==> src/rtl/bka_seq_add32_if.sv <==
// Operand/result handshake bundle for the sequential 32-bit adder.
// The slave side is the adder; the master side feeds operands and drains results.
interface bka_seq_add32_if;
    logic        in_valid;
    logic        in_ready;
    logic [32:1] a;
    logic [32:1] b;
    logic        cin;
    logic        out_valid;
    logic        out_ready;
    logic [32:1] sum;
    logic        cout;
    logic        ovf;

    modport slave (
        input  in_valid, a, b, cin, out_ready,
        output in_ready, out_valid, sum, cout, ovf
    );

    modport master (
        output in_valid, a, b, cin, out_ready,
        input  in_ready, out_valid, sum, cout, ovf
    );
endinterface

==> src/rtl/bka_seq_add32.sv <==
// 32-bit add (sum, cout, signed ovf) through one 16-bit Brent-Kung adder, one half per cycle.
// Latency: result valid two edges after accept; in_ready only in IDLE; result held until out_ready.
module bk_add16 (
    output logic [15:0] S,
    output logic        Cout,
    input  logic [15:0] A,
    input  logic [15:0] B,
    input  logic        Cin
);
    // Each mask selects the bit positions combined at one level of the prefix tree.
    localparam logic [15:0] M_U1 = 16'hAAAA;
    localparam logic [15:0] M_U2 = 16'h8888;
    localparam logic [15:0] M_U4 = 16'h8080;
    localparam logic [15:0] M_U8 = 16'h8000;
    localparam logic [15:0] M_D4 = 16'h0800;
    localparam logic [15:0] M_D2 = 16'h2220;
    localparam logic [15:0] M_D1 = 16'h5554;

    logic [15:0] p0, g0;
    logic [15:0] g1, p1, g2, p2, g3, p3, g4, p4, g5, p5, g6, p6, g7;

    assign p0 = A ^ B;
    assign g0 = (A & B) | {15'd0, p0[0] & Cin};

    assign g1 = g0 | (p0 & (g0 << 1) & M_U1);
    assign p1 = p0 & ((p0 << 1) | ~M_U1);
    assign g2 = g1 | (p1 & (g1 << 2) & M_U2);
    assign p2 = p1 & ((p1 << 2) | ~M_U2);
    assign g3 = g2 | (p2 & (g2 << 4) & M_U4);
    assign p3 = p2 & ((p2 << 4) | ~M_U4);
    assign g4 = g3 | (p3 & (g3 << 8) & M_U8);
    assign p4 = p3 & ((p3 << 8) | ~M_U8);

    assign g5 = g4 | (p4 & (g4 << 4) & M_D4);
    assign p5 = p4 & ((p4 << 4) | ~M_D4);
    assign g6 = g5 | (p5 & (g5 << 2) & M_D2);
    assign p6 = p5 & ((p5 << 2) | ~M_D2);
    assign g7 = g6 | (p6 & (g6 << 1) & M_D1);

    assign S    = p0 ^ {g7[14:0], Cin};
    assign Cout = g7[15];
endmodule

module bka_seq_add32 (
    input  logic            clk,
    input  logic            rst,
    bka_seq_add32_if.slave  bus
);
    typedef enum logic [1:0] {IDLE, LO, HI, HOLD} state_t;

    state_t      state_q, state_d;
    logic [32:1] a_q, a_d, b_q, b_d, sum_q, sum_d;
    logic        cin_q, cin_d;
    logic [16:1] sum_lo_q, sum_lo_d;
    logic        carry_lo_q, carry_lo_d;
    logic        cout_q, cout_d, ovf_q, ovf_d, out_valid_q, out_valid_d;

    logic [16:1] add_a, add_b, add_s;
    logic        add_ci, add_co;

    // The upper half sees the lower half only through carry_lo_q.
    assign add_a  = (state_q == HI) ? a_q[32:17] : a_q[16:1];
    assign add_b  = (state_q == HI) ? b_q[32:17] : b_q[16:1];
    assign add_ci = (state_q == HI) ? carry_lo_q : cin_q;

    bk_add16 u_bk (
        .S    (add_s),
        .Cout (add_co),
        .A    (add_a),
        .B    (add_b),
        .Cin  (add_ci)
    );

    always_comb begin
        state_d     = state_q;
        a_d         = a_q;
        b_d         = b_q;
        cin_d       = cin_q;
        sum_lo_d    = sum_lo_q;
        carry_lo_d  = carry_lo_q;
        sum_d       = sum_q;
        cout_d      = cout_q;
        ovf_d       = ovf_q;
        out_valid_d = out_valid_q;
        case (state_q)
            IDLE: begin
                if (bus.in_valid) begin
                    a_d     = bus.a;
                    b_d     = bus.b;
                    cin_d   = bus.cin;
                    state_d = LO;
                end
            end
            LO: begin
                sum_lo_d   = add_s;
                carry_lo_d = add_co;
                state_d    = HI;
            end
            HI: begin
                sum_d       = {add_s, sum_lo_q};
                cout_d      = add_co;
                ovf_d       = (a_q[32] == b_q[32]) && (add_s[16] != a_q[32]);
                out_valid_d = 1'b1;
                state_d     = HOLD;
            end
            HOLD: begin
                if (bus.out_ready) begin
                    out_valid_d = 1'b0;
                    state_d     = IDLE;
                end
            end
            default: state_d = IDLE;
        endcase
    end

    always_ff @(posedge clk or posedge rst) begin
        if (rst) begin
            state_q     <= IDLE;
            a_q         <= '0;
            b_q         <= '0;
            cin_q       <= 1'b0;
            sum_lo_q    <= '0;
            carry_lo_q  <= 1'b0;
            sum_q       <= '0;
            cout_q      <= 1'b0;
            ovf_q       <= 1'b0;
            out_valid_q <= 1'b0;
        end else begin
            state_q     <= state_d;
            a_q         <= a_d;
            b_q         <= b_d;
            cin_q       <= cin_d;
            sum_lo_q    <= sum_lo_d;
            carry_lo_q  <= carry_lo_d;
            sum_q       <= sum_d;
            cout_q      <= cout_d;
            ovf_q       <= ovf_d;
            out_valid_q <= out_valid_d;
        end
    end

    assign bus.in_ready  = (state_q == IDLE) && !rst;
    assign bus.out_valid = out_valid_q;
    assign bus.sum       = sum_q;
    assign bus.cout      = cout_q;
    assign bus.ovf       = ovf_q;
endmodule

==> src/flat_wrapper.sv <==
// flat-port wrapper written by rule: the top's interface ports become plain ports
module bka_seq_add32_flat 
  (clk, rst, bus_in_valid, bus_a, bus_b, bus_cin, bus_out_ready, bus_in_ready, bus_out_valid, bus_sum, bus_cout, bus_ovf);
  bka_seq_add32_if bus_i ();
  input  logic clk;
  input  logic rst;
  input wire logic [$bits(bus_i.in_valid)-1:0] bus_in_valid;
  input wire logic [$bits(bus_i.a)-1:0] bus_a;
  input wire logic [$bits(bus_i.b)-1:0] bus_b;
  input wire logic [$bits(bus_i.cin)-1:0] bus_cin;
  input wire logic [$bits(bus_i.out_ready)-1:0] bus_out_ready;
  output wire logic [$bits(bus_i.in_ready)-1:0] bus_in_ready;
  output wire logic [$bits(bus_i.out_valid)-1:0] bus_out_valid;
  output wire logic [$bits(bus_i.sum)-1:0] bus_sum;
  output wire logic [$bits(bus_i.cout)-1:0] bus_cout;
  output wire logic [$bits(bus_i.ovf)-1:0] bus_ovf;
  assign bus_i.in_valid = bus_in_valid;
  assign bus_i.a = bus_a;
  assign bus_i.b = bus_b;
  assign bus_i.cin = bus_cin;
  assign bus_i.out_ready = bus_out_ready;
  assign bus_in_ready = bus_i.in_ready;
  assign bus_out_valid = bus_i.out_valid;
  assign bus_sum = bus_i.sum;
  assign bus_cout = bus_i.cout;
  assign bus_ovf = bus_i.ovf;
  bka_seq_add32 u_core (.clk(clk), .rst(rst), .bus(bus_i));
endmodule
==> config.mk <==
export PLATFORM = sky130hd
export DESIGN_NAME = bka_seq_add32_flat
export DESIGN_NICKNAME = d
export VERILOG_FILES = /design/src/rtl/bka_seq_add32_if.sv /design/src/rtl/bka_seq_add32.sv /design/src/flat_wrapper.sv
export SDC_FILE = /design/constraint.sdc
export NUM_CORES = 1
export LEC_CHECK = 0
export ABC_AREA = 1
export BUFFER_PORTS_ARGS = -buffer_cell sky130_fd_sc_hd__buf_2
export CAP_MARGIN = 20
export CORE_ASPECT_RATIO = 1.5
export CORE_UTILIZATION = 33
export CTS_CLUSTER_DIAMETER = 30
export DETAILED_ROUTE_END_ITERATION = 7
export SLEW_MARGIN = 0
export SYNTH_ARGS = -nofsm -noshare
export SYNTH_HDL_FRONTEND = slang
export SYNTH_SLANG_ARGS = --single-unit
==> constraint.sdc <==
create_clock -name clk -period 4.67 [get_ports clk]
set_input_delay 0.467 -clock clk [delete_from_list [all_inputs] [get_ports clk]]
set_output_delay 0.467 -clock clk [all_outputs]
set_load 0.01 [all_outputs]
; ---- After elaboration in Yosys (flattened, before gate mapping)
; Index checks and enable logic that the tools add are counted.
[totals]
ff_bits = 119
in_bits = 69
elab_cells = 58
[classes]
eq_ne = 7
n_mux = 8
n_bitwise = 25
n_reduce_logical = 8
[ops]
columns = cell, n
row1 = 16-bit bitwise AND, 8
row2 = 16-bit OR, 4
row3 = 15-bit bitwise AND, 3
row4 = 16-bit two-way mux, 2
row5 = 16-bit XOR, 2
row6 = 16-bit by 1-bit OR with 16-bit output, 1
row7 = 16-bit by 12-bit OR with 16-bit output, 1
row8 = 16-bit by 14-bit OR with 16-bit output, 1
row9 = 16-bit by 15-bit OR with 16-bit output, 1
row10 = "15-bit bitwise AND, second input constant", 1
row11 = 14-bit bitwise AND, 1
row12 = 12-bit bitwise AND, 1
row13 = 2-bit one-hot mux with 4 select lines, 1
row14 = 2-bit AND reduction, 3
row15 = "2-bit == test, second input constant", 2
row16 = 2-bit two-way mux, 2
row17 = "2-bit != test, second input constant", 2
row18 = "2-bit by 1-bit == test with 1-bit output, second input constant", 1
row19 = 1-bit logical AND, 2
row20 = 2-bit zero test, 1
row21 = 1-bit two-way mux, 2
row22 = 1-bit one-hot mux with 2 select lines, 1
row23 = 2-bit nonzero test, 1
row24 = 1-bit bitwise AND, 1
row25 = other kinds (3), 3

; ---- Depth between registers and ports, before layout
; Gate-level depths: netlist (run 1).
[logic_depth]
ltp_word = 22
depth_mapped = 21

; ---- Modules after synthesis
; A second synthesis (run 1) with hierarchy kept.
[hier_totals]
hier_cells = 679
area_unflattened_um2 = 5734.2
[modules_own_cells]
columns = module, n_inst, cells_each, area_each_um2, seq_area_each_um2
row1 = bka_seq_add32, 1, 592, 5042.3, 2977.9
row2 = bk_add16, 1, 87, 691.9, 0.0

; ---- Least setup slack after synthesis (run 1)
; Ideal clock, no wire load.
[synth_timing]
path_kind = reg2reg
from = reg u_core.state_q[0]
to = reg u_core.ovf_q (netlist: u_core.bus.ovf)
setup_ns = 0.125
t_arrival_ns = 3.182
required_time_ns = 4.545
slack_ns = 1.362
stages_incl_launch_ff = 22
path_buffers = 3
path_cell_list = dfrtp_1 -> inv_1 -> ha_1 -> buf_4 -> inv_2 -> buf_2 -> buf_2 -> nand2_1 -> nand2_1 -> fa_1 -> fa_1 -> nand2_1 -> nand2_1 -> nand3_1 -> nand2_1 -> nand2_1 -> nand2_1 -> a21oi_1 -> fa_1 -> xor2_1 -> nand3b_1 -> a21oi_1
[synth_between]
elab_chain_len = 21
[synth_lines]
columns = element, line_no
row1 = from (decl), bka_seq_add32.sv:51  ; state_t state_q, state_d;
row2 = from (signal assigned), bka_seq_add32.sv:129  ; state_q <= state_d;
row3 = 2-bit == test (*), n/a
row4 = 16-bit two-way mux (on tied branches), "bka_seq_add32.sv:62, bka_seq_add32.sv:63"
row5 = 16-bit XOR, bka_seq_add32.sv:22  ; assign p0 = A ^ B;
row6 = 1-bit bitwise AND, bka_seq_add32.sv:23  ; assign g0 = (A & B) | {15'd0, p0[0] & Cin};
row7 = 16-bit by 1-bit OR with 16-bit output, bka_seq_add32.sv:23
row8 = 16-bit bitwise AND, bka_seq_add32.sv:25  ; assign g1 = g0 | (p0 & (g0 << 1) & M_U1);
row9 = 16-bit OR, bka_seq_add32.sv:25
row10 = 16-bit bitwise AND, bka_seq_add32.sv:27  ; assign g2 = g1 | (p1 & (g1 << 2) & M_U2);
row11 = (+5 left out), n/a
row12 = 16-bit by 12-bit OR with 16-bit output, bka_seq_add32.sv:34  ; assign g5 = g4 | (p4 & (g4 << 4) & M_D4);
row13 = 14-bit bitwise AND, bka_seq_add32.sv:36  ; assign g6 = g5 | (p5 & (g5 << 2) & M_D2);
row14 = 16-bit by 14-bit OR with 16-bit output, bka_seq_add32.sv:36
row15 = 15-bit bitwise AND, bka_seq_add32.sv:38  ; assign g7 = g6 | (p6 & (g6 << 1) & M_D1);
row16 = 16-bit by 15-bit OR with 16-bit output, bka_seq_add32.sv:38
row17 = 16-bit XOR, bka_seq_add32.sv:40  ; assign S = p0 ^ {g7[14:0], Cin};
row18 = 1-bit != test, bka_seq_add32.sv:102  ; ovf_d = (a_q[32] == b_q[32]) && (add_s[16] != a_q[32]);
row19 = 1-bit logical AND, bka_seq_add32.sv:102
row20 = to (signal assigned), bka_seq_add32.sv:137  ; ovf_q <= ovf_d;
row21 = to (decl), bka_seq_add32.sv:56  ; logic cout_q, cout_d, ovf_q, ovf_d, out_valid_q, out_valid_d;
; Mark *: on every way between the ends. The rest lies on a longest branch, timed or not.
; A chain may end at the register's enable or synchronous reset.

; ---- Worst setup path in the final report (run 1)
; Ends and elaborated chain as after synthesis.

==> flow_summary.yaml, run 1 <==
layout:
  final_util: 0.416
  stdcell_count: 909
  finish.instance_area_sq_um: 6940
  final_common_cell: "nand2_1"
  final_cell_mix: "158 x nand2_1, 119 x dfrtp_1, 104 x buf_2"
  drive_above_1_share: 0.289
  area_growth_pct: 23.5
  nNetsFinal: 783
  n_fill_cell: 1685
  diodes: 0
pwr:
  internal_power_mw: 3.56
  ir_drop_mv: 0.304
  clkPwrFrac: 0.218
  p_leak_nw: 3.56
  powerDensity_nw_per_um2: 869
  finalPower_mw: 6.03
  power_frac_seq: 0.298
  p_comb_frac: 0.484
  p_sw_mw: 2.47
  switching_share: 0.410
setup_path:
  max_stage_delay_ns: 0.52
  crit_path_cell_trace: "inv_1 -> ha_2 -> buf_4 -> o21ai_0 -> ha_1 -> nand2_1 -> nor2_1 -> nand3_1 -> nand2_1 -> nand2_1 -> nand2_1 -> a21oi_1 -> fa_1 -> xor2_1 -> a31oi_1 -> a21oi_1"
  crit_required_ns: 5.01
  crit_family: "adder cells"
  startpoint_type: "flip-flop"
  crit_type: "flip-flop to flip-flop"
  cp.buffers_inverters: 2
  arrival_ns: 3.93
  cp_slowest_cell: "ha_2"
  crit_fanout: 36
  cp-end-kind: "flip-flop"
  critPathMostFrequentCell: "nand2_1"
floorplan:
  core_area_sq_um: 16700
  initial_utilization: 0.337
  pin_count: 105
  die_x_um: 109
  die_y_um: 162
  dieArea_sq_um: 17600
  rows: 58
global_route:
  grt-ovfl-total: 0
  grt_pass1_vias: 3974
  antenna_found_initial: 0
  grt_pass1_wl_um: 19900
  grt_start_max_net_pins: 85
  grt_usage: 0.149
run_status:
  outcome: "complete, no violations"
synth:
  synth_top_family_by_area: "simple AND/OR/NAND/NOR gates"
  synth-compound-area-share: 0.106
  avgSynthCellArea_sq_um: 9.64
  synth_area_sq_um: 5620
  synth_fa_ha_area_frac: 0.0744
  netlist_instances: 583
  seq_area_frac_synth: 0.530
  muxShareOfSynthArea: 0.0722
  synth-simple-area-share: 0.135
  synthXorXnorAreaFrac: 0.0109
  synthDistinctLibCells: 25
  yosysWarnings: 0
  syn_nets: 680
  synth-seq-cells: 119
detailed_routing:
  wl_per_cell_um: 13.1
  avgViaCountPerCell: 4.43
  wirelength_um: 11900
  ant_nets: 0
  vias: 4030
  initialDrtViolationCount: 173
  drc: 0
  firstDrtPassIters: 4
timing:
  fin_skew_ns: 0.00703
  hold_viol_final: 0
  setup_viol: 0
  holdWs_ns: 0.283
  fmax_ghz: 0.278
  slew_viol_final: 0
  worst_slew_pin_slew_ns: 0.788
  timing.final.crit_share: 0.771
  setup_ws_ns: 1.07
  rsz0062_at_grt: "no"
  layout_min_cycle_time_ns: 3.60
  max-slew-margin-rel: 0.474
  fin_tns_setup_ns: 0
place:
  dpl-instance-area_sq_um: 6290
  place_inst: 875
  dp_hpwl_um: 8650
  io_buffer_count: 104
  place_ws_ns: 1.00
  gp_congestion: 0.754
cts:
  clk_latency_ns: 0.41
  root_buffer: "clkbuf_16"
  cts_resized: 0
  htreeDepth: 4
  post_cts_buffers: 0
  cts_tree: "done"
  hold_buffers: 0
  clk_pin_slew_worst_paths_ns: 0.06
  cts_made_buffers: 17
  clock-sinks: 119
  clk_path_buf_depth: 2
hold_path:
  hold_path.class: "primary input to flip-flop"
flow_run:
  maxCapViolations: 0
[registers in the layout, summed over array words and instances, names as in the netlist]
name,cells
u_core.a_q,32
u_core.b_q,32
u_core.bus.cout,1
u_core.bus.out_valid,1
u_core.bus.ovf,1
u_core.bus.sum,32
u_core.carry_lo_q,1
u_core.cin_q,1
u_core.state_q,2
u_core.sum_lo_q,16
[cell families (layout without fill, tap and decap cells)]
family	after synthesis	in the layout
compound gates	102	102
xor+xnor	7	7
fa+ha+maj	28	28
buf+inv	92	208
flops	119	119
mux	36	36
simple gates	199	199
[routing by layer]
metal  up-vias  GRT usage  wire length [um]
li1       2062          -                 -
met1      1886      0.193              5310
met2        69      0.237              5970
met3        13     0.0345               440
met4         0     0.0608               230
met5         -          0                 0
[synthesized netlist by cell type]
| library cell | n | area share |
|---|---|---|
| fa_1 | 9 | 0.032 |
| a21oi_2 | 20 | 0.031 |
| o2bb2ai_1 | 1 | 0.0016 |
| inv_1 | 64 | 0.043 |
| o21ai_0 | 62 | 0.055 |
| buf_2 | 18 | 0.016 |
| a21oi_1 | 15 | 0.013 |
| o22ai_1 | 1 | 0.0011 |
| nor2_1 | 35 | 0.023 |
| dfrtp_1 | 119 | 0.53 |
| a31oi_1 | 2 | 0.0022 |
| buf_6 | 4 | 0.0080 |
| nand3b_1 | 1 | 0.0013 |
| xnor2_1 | 1 | 0.0016 |
| buf_4 | 1 | 0.0013 |
| or2_1 | 1 | 0.0011 |
| nand2_1 | 159 | 0.11 |
| xor2_1 | 6 | 0.0094 |
| o21bai_1 | 1 | 0.0013 |
| inv_2 | 1 | 0.00067 |
| and2_1 | 1 | 0.0011 |
| clkbuf_1 | 4 | 0.0027 |
| mux2_2 | 36 | 0.072 |
| nand3_1 | 2 | 0.0018 |
| ha_1 | 19 | 0.042 |
[final timing paths]
kind | from | to | slack, ns | depth (start not counted)
max in group asynchronous | rst | u_core.bus.sum[18]$_DFFE_PP0P_ | 3.00 | 5
max reg2reg | u_core.state_q[0]$_DFFE_PP0P_ | u_core.bus.ovf$_DFFE_PP0P_ | 1.07 | 16
min in group asynchronous | rst | u_core.b_q[15]$_DFFE_PP0P_ | 0.54 | 3
min | bus_b[24] | u_core.b_q[25]$_DFFE_PP0P_ | 0.28 | 2
max | u_core.state_q[0]$_DFFE_PP0P_ | u_core.bus.ovf$_DFFE_PP0P_ | 1.07 | 16
min reg2reg | u_core.bus.sum[10]$_DFFE_PP0P_ | u_core.bus.sum[10]$_DFFE_PP0P_ | 0.46 | 2
[power groups by stage]
stage / clock network, mW / registers, mW / logic, mW
after global placement: 0 / 1.81 / 2.91
after global routing: 1.39 / 1.85 / 3.43
after detailed placement: 0 / 1.81 / 2.99
after floorplan: 0 / 1.80 / 2.14
after CTS: 1.35 / 1.80 / 3.00
final: 1.32 / 1.79 / 2.92
[area by class of cell]
class | instances | area, sq um | share of cell area
Timing Repair Buffer | 111 | 596 | 0.0859
Multi-Input combinational cell | 372 | 2250 | 0.324
Sequential cell | 119 | 2980 | 0.429
Tap cell | 210 | 263 | 0.0379
Inverter | 65 | 246 | 0.0355
Clock inverter | 15 | 180 | 0.0260
Clock buffer | 17 | 425 | 0.0613
Power figures use the tool's default switching activity.
==> inputs of run 2 (changes only) <==
ABC_AREA = 0   (was 1)
clock period = 3 ns   (was 4.67 ns; I/O delays follow)
==> flow_summary.yaml, run 2 <==
detailed_routing:
  drc: 0
  ant_nets: 0
  firstDrtPassIters: 4
  vias: 3539
  avgViaCountPerCell: 4.65
  wirelength_um: 12300
  wl_per_cell_um: 16.2
  initialDrtViolationCount: 79
synth:
  netlist_instances: 399
  yosysWarnings: 0
  ys_top_cells_by_count: "129 x mux2_2, 119 x dfrtp_1, 34 x inv_1"
  synth-seq-cells: 119
  synth_area_leader_cell: "dfrtp_1"
  netlist.area_leader.share: 0.537
  synthDistinctLibCells: 27
  syn_nets: 496
  synth_edf_count: 0
  synthMostInstantiatedCell: "mux2_2"
  avgSynthCellArea_sq_um: 13.9
  synthFlopType: "dfrtp_1"
  yosys-top-cells-area: "dfrtp_1 54%, mux2_2 26%, ha_1 4.3%"
  postSynth.asyncResetShare: 1.00
  synth_area_sq_um: 5550
  seq_area_frac_synth: 0.537
cts:
  clk_pin_slew_worst_paths_ns: 0.05
  cts_tree: "done"
  cts_made_buffers: 17
  clock-sinks: 119
  root_buffer: "clkbuf_16"
  clk_latency_ns: 0.41
  clk_path_buf_depth: 2
  htreeDepth: 4
  hold_buffers: 0
timing:
  slew_viol_final: 0
  setup_ws_ns: -0.228
  holdWs_ns: 0.0421
  max-slew-margin-rel: 0.544
  layout_min_cycle_time_ns: 3.23
  fin_tns_setup_ns: -2.81
  fin_skew_ns: 0.00529
  worst_slew_pin_slew_ns: 0.685
  hold_viol_final: 0
  fmax_ghz: 0.310
  timing.final.crit_share: 1.08
  rsz0062_at_grt: "yes"
  setup_viol: 23
pwr:
  clkPwrFrac: 0.193
  powerDensity_nw_per_um2: 1540
  switching_share: 0.353
  power_frac_seq: 0.260
  p_leak_nw: 3.43
  p_comb_frac: 0.547
  p_sw_mw: 3.98
  ir_drop_mv: 0.730
  internal_power_mw: 7.30
place:
  dp_hpwl_um: 9200
  gp_congestion: 0.766
  dpl-instance-area_sq_um: 6570
  io_buffer_count: 104
  place_ws_ns: -0.302
global_route:
  grt_pass1_vias: 3893
  met1_usage: 0.179
  busiest_layer: "met2"
  grt-ovfl-total: 0
  grt_start_max_net_pins: 120
  antenna_found_initial: 0
  grt_usage: 0.157
  grt_pass1_wl_um: 20200
  grt.met2_usage: 0.279
  globalRouteMet3Util: 0.0272
setup_path:
  arrival_ns: 3.51
  crit_fanout: 6
  startpoint_type: "flip-flop"
  crit_type: "flip-flop to flip-flop"
  cp-end-kind: "flip-flop"
  crit_required_ns: 3.28
floorplan:
  pin_count: 105
  initial_utilization: 0.340
  die_y_um: 161
  rows: 57
  dieArea_sq_um: 17300
  core_area_sq_um: 16300
  die_x_um: 108
layout:
  n_fill_cell: 1482
  final_common_cell: "mux2_2"
  diodes: 0
  nNetsFinal: 639
  multi_input_area_sq_um: 2480
  area_growth_pct: 32.1
  final_util: 0.449
  register_area_sq_um: 2980
  drive_above_1_share: 0.577
  final_cell_mix: "124 x mux2_2, 119 x dfrtp_1, 104 x buf_2"
  finish.instance_area_sq_um: 7330
hold_path:
  hold_path.class: "primary input to asynchronous set/reset pin"
run_status:
  violations: "negative setup slack"
  outcome: "finished with violations"
flow_run:
  maxCapViolations: 0
==> run 2: repair_timing <==
| action | CTS | global route |
|---|---|---|
| pin swaps | 11 | 4 |
| setup buffers | 1 | 5 |
| resized for setup | 8 | 6 |
| setup endpoints to repair | 25 | 25 |
==> run 2: worst paths after layout <==
| check | start | to | slack (ns) | depth (start not counted) |
|---|---|---|---|---|
| max | u_core.state_q[0]$_DFFE_PP0P_ | u_core.bus.ovf$_DFFE_PP0P_ | -0.23 | 14 |
| min | rst | u_core.bus.sum[21]$_DFFE_PP0P_ | 0.04 | 3 |
| max reg2reg | u_core.state_q[0]$_DFFE_PP0P_ | u_core.bus.ovf$_DFFE_PP0P_ | -0.23 | 14 |
| min reg2reg | u_core.bus.sum[1]$_DFFE_PP0P_ | u_core.bus.sum[1]$_DFFE_PP0P_ | 0.50 | 1 |
| max in group asynchronous | rst | u_core.b_q[9]$_DFFE_PP0P_ | 2.39 | 3 |
| min in group clk | bus_out_ready | u_core.bus.out_valid$_DFFE_PP0P_ | 0.11 | 2 |
==> run 2: cells by family (layout without fill, tap and decap cells) <==
family,after synthesis,in the layout,share of synthesized area
muxes,144,144,0.289
xor gates and xnor gates,7,7,0.0111
and+or+nand+nor,20,20,0.0169
AOI/OAI and AO/OA,30,30,0.0334
adders and majority gates,28,28,0.0754
DFF,119,119,0.537
buffers and inverters,51,207,0.0372
==> run 2: worst max-delay path, stage by stage, from the launching register on <==
cell,delay (ns)
dfrtp_1,0.38
inv_2,0.08
ha_4,0.20
mux2_4,0.32
fa_2,0.39
fa_2,0.36
a211oi_2,0.21
o211a_1,0.21
o21ai_2,0.10
a21oi_2,0.18
fa_2,0.24
xnor2_2,0.15
nor2_1,0.06
a21oi_1,0.13
a21oi_1,0.08
==> run 2: cell type report <==
cell class,instances,area share
Inverter,34,0.0179
Tap cell,206,0.0352
Timing Repair Buffer,141,0.115
Clock buffer,24,0.0671
Sequential cell,119,0.406
Multi-Input combinational cell,229,0.339
Clock inverter,8,0.0195
==> run 2: metal layers <==
| layer | vias up | share of wire |
|---|---|---|
| li1 | 1669 | - |
| met4 | 0 | 0.019 |
| met3 | 13 | 0.029 |
| met5 | - | 0 |
| met2 | 69 | 0.55 |
| met1 | 1788 | 0.41 |
==> run 2: power by group through the flow <==
stage                     Sequential (mW)  Clock [mW]  Combinational [mW]
final                                2.94        2.18                6.16
after global placement               2.95           0                5.72
after global routing                 3.04        2.30                6.79
after floorplan                      2.92           0                3.85
after CTS                            2.94        2.23                6.08
after detailed placement             2.97           0                5.90
==> run 2: stage by stage <==
step,cells,power (mW)
floorplan,399,6.77
global placement,723,8.67
detailed placement,723,8.87
CTS,756,11.3
global route,761,12.1
finish,761,11.3
==> inputs of run 3 (changes only) <==
MAX_ROUTING_LAYER = met4   (was default)
==> flow_summary.yaml, run 3 (same netlist as run 2, synthesis figures left out) <==
run_status:
  outcome: "finished with violations"
  violations: "negative setup slack"
detailed_routing:
  drc: 0
  wl_per_cell_um: 16.3
  ant_nets: 0
  firstDrtPassIters: 4
  wirelength_um: 12400
  avgViaCountPerCell: 4.67
  initialDrtViolationCount: 77
  vias: 3557
layout:
  drive_above_1_share: 0.577
  area_growth_pct: 32.1
  multi_input_area_sq_um: 2480
  final_common_cell: "mux2_2"
  final_util: 0.449
  diodes: 0
  final_cell_mix: "124 x mux2_2, 119 x dfrtp_1, 104 x buf_2"
  n_fill_cell: 1482
  nNetsFinal: 639
  register_area_sq_um: 2980
global_route:
  grt_pass1_wl_um: 20100
  grt-ovfl-total: 0
  antenna_found_initial: 0
  grt_usage: 0.162
  grt_start_max_net_pins: 120
  grt_pass1_vias: 3889
floorplan:
  die_x_um: 108
  core_area_sq_um: 16300
  dieArea_sq_um: 17300
  initial_utilization: 0.340
  die_y_um: 161
  pin_count: 105
  rows: 57
cts:
  root_buffer: "clkbuf_16"
  hold_buffers: 0
  htreeDepth: 4
  cts_made_buffers: 17
  cts_tree: "done"
  clk_latency_ns: 0.41
  clk_path_buf_depth: 2
  clk_pin_slew_worst_paths_ns: 0.05
  clock-sinks: 119
timing:
  worst_slew_pin_slew_ns: 0.674
  hold_viol_final: 0
  setup_ws_ns: -0.235
  holdWs_ns: 0.0531
  setup_viol: 23
  max-slew-margin-rel: 0.551
  rsz0062_at_grt: "yes"
  layout_min_cycle_time_ns: 3.23
  fmax_ghz: 0.309
  timing.final.crit_share: 1.08
  slew_viol_final: 0
  fin_skew_ns: 0.00481
setup_path:
  rrSetupSlack_ns: -0.23
  cp_slowest_cell: "fa_2"
  crit_type: "flip-flop to flip-flop"
  max_stage_delay_ns: 0.39
  crit_required_ns: 3.28
  crit_fanout: 6
  crit_path_start: "u_core.state_q[0]$_DFFE_PP0P_"
  cp-end-kind: "flip-flop"
  startpoint_type: "flip-flop"
  worstReg2RegStart: "u_core.state_q[0]$_DFFE_PP0P_"
  arrival_ns: 3.51
  crit_family: "adder cells"
  cp.buffers_inverters: 1
  crit_path_cell_trace: "inv_2 -> ha_4 -> mux2_4 -> fa_2 -> fa_2 -> a211oi_2 -> o211a_1 -> o21ai_2 -> a21oi_2 -> fa_2 -> xnor2_2 -> nor2_1 -> a21oi_1 -> a21oi_1"
  critPathMostFrequentCell: "fa_2"
pwr:
  finalPower_mw: 11.3
  powerDensity_nw_per_um2: 1540
  p_leak_nw: 3.43
  ir_drop_mv: 0.732
place:
  io_buffer_count: 104
  place_ws_ns: -0.302
  gp_congestion: 0.777
  dp_hpwl_um: 9200
flow_run:
  maxCapViolations: 0
hold_path:
  hold_path.class: "primary input to asynchronous set/reset pin"
==> run 3: cell counts in the layout (fill, tap and decap cells not counted) <==
No cell type changed its count.
==> run 3: cell type report <==
class / instances / area share
Multi-Input combinational cell: 229 / 0.339
Tap cell: 206 / 0.0352
Clock buffer: 24 / 0.0671
Sequential cell: 119 / 0.406
Clock inverter: 8 / 0.0195
Inverter: 34 / 0.0179
Timing Repair Buffer: 141 / 0.115
==> run 3: path summary, 6_finish.rpt <==
path                                                     to  depth (start not counted)
max in group asynchronous         u_core.b_q[9]$_DFFE_PP0P_                          3
hold reg to reg               u_core.bus.sum[1]$_DFFE_PP0P_                          1
setup / recovery                 u_core.bus.ovf$_DFFE_PP0P_                         14
hold / removal               u_core.bus.sum[21]$_DFFE_PP0P_                          3
setup reg to reg                 u_core.bus.ovf$_DFFE_PP0P_                         14
min in group clk           u_core.bus.out_valid$_DFFE_PP0P_                          2
==> run 3: through the flow <==
stage                     TNS [ns]  std cells  area [sq um]
final                        -2.87        761          7330
after global routing         -6.29        761          7330
after CTS                    -3.12        756          7260
after detailed placement     -4.50        723          6570
after global placement       -3.49        723          6570
after floorplan              -4.67        399          5620
==> run 3: power by group <==
part	total (mW)	internal (mW)	switching (mW)	leakage [nW]
Combinational	6.17	3.34	2.83	1.72
Clock	2.17	1.47	0.700	0.310
Sequential	2.94	2.49	0.452	1.40
Total	11.3	7.30	3.98	3.43
==> run 3: per-layer routing <==
metal  vias to the layer above  global-route usage  wire (um)  share of wire
met4                         0              0.0766        228          0.018
met5                         -                   -          0              0
met1                      1810               0.180       5040           0.41
met2                        66               0.278       6770           0.55
li1                       1668                   -          -              -
met3                        13              0.0264        342          0.028
==> run 3: what timing repair did <==
action / CTS / global route
buffers inserted: 1 / 5
pin swaps: 11 / 4
resized for setup: 8 / 6
setup endpoints to repair: 25 / 25
==> run 3: worst reg2reg max path: stages (launching register included) <==
cell      delay [ns]
dfrtp_1         0.38
inv_2           0.08
ha_4            0.20
mux2_4          0.32
fa_2            0.39
fa_2            0.36
a211oi_2        0.21
o211a_1         0.21
o21ai_2         0.10
a21oi_2         0.18
fa_2            0.24
xnor2_2         0.15
nor2_1          0.06
a21oi_1         0.13
a21oi_1         0.08
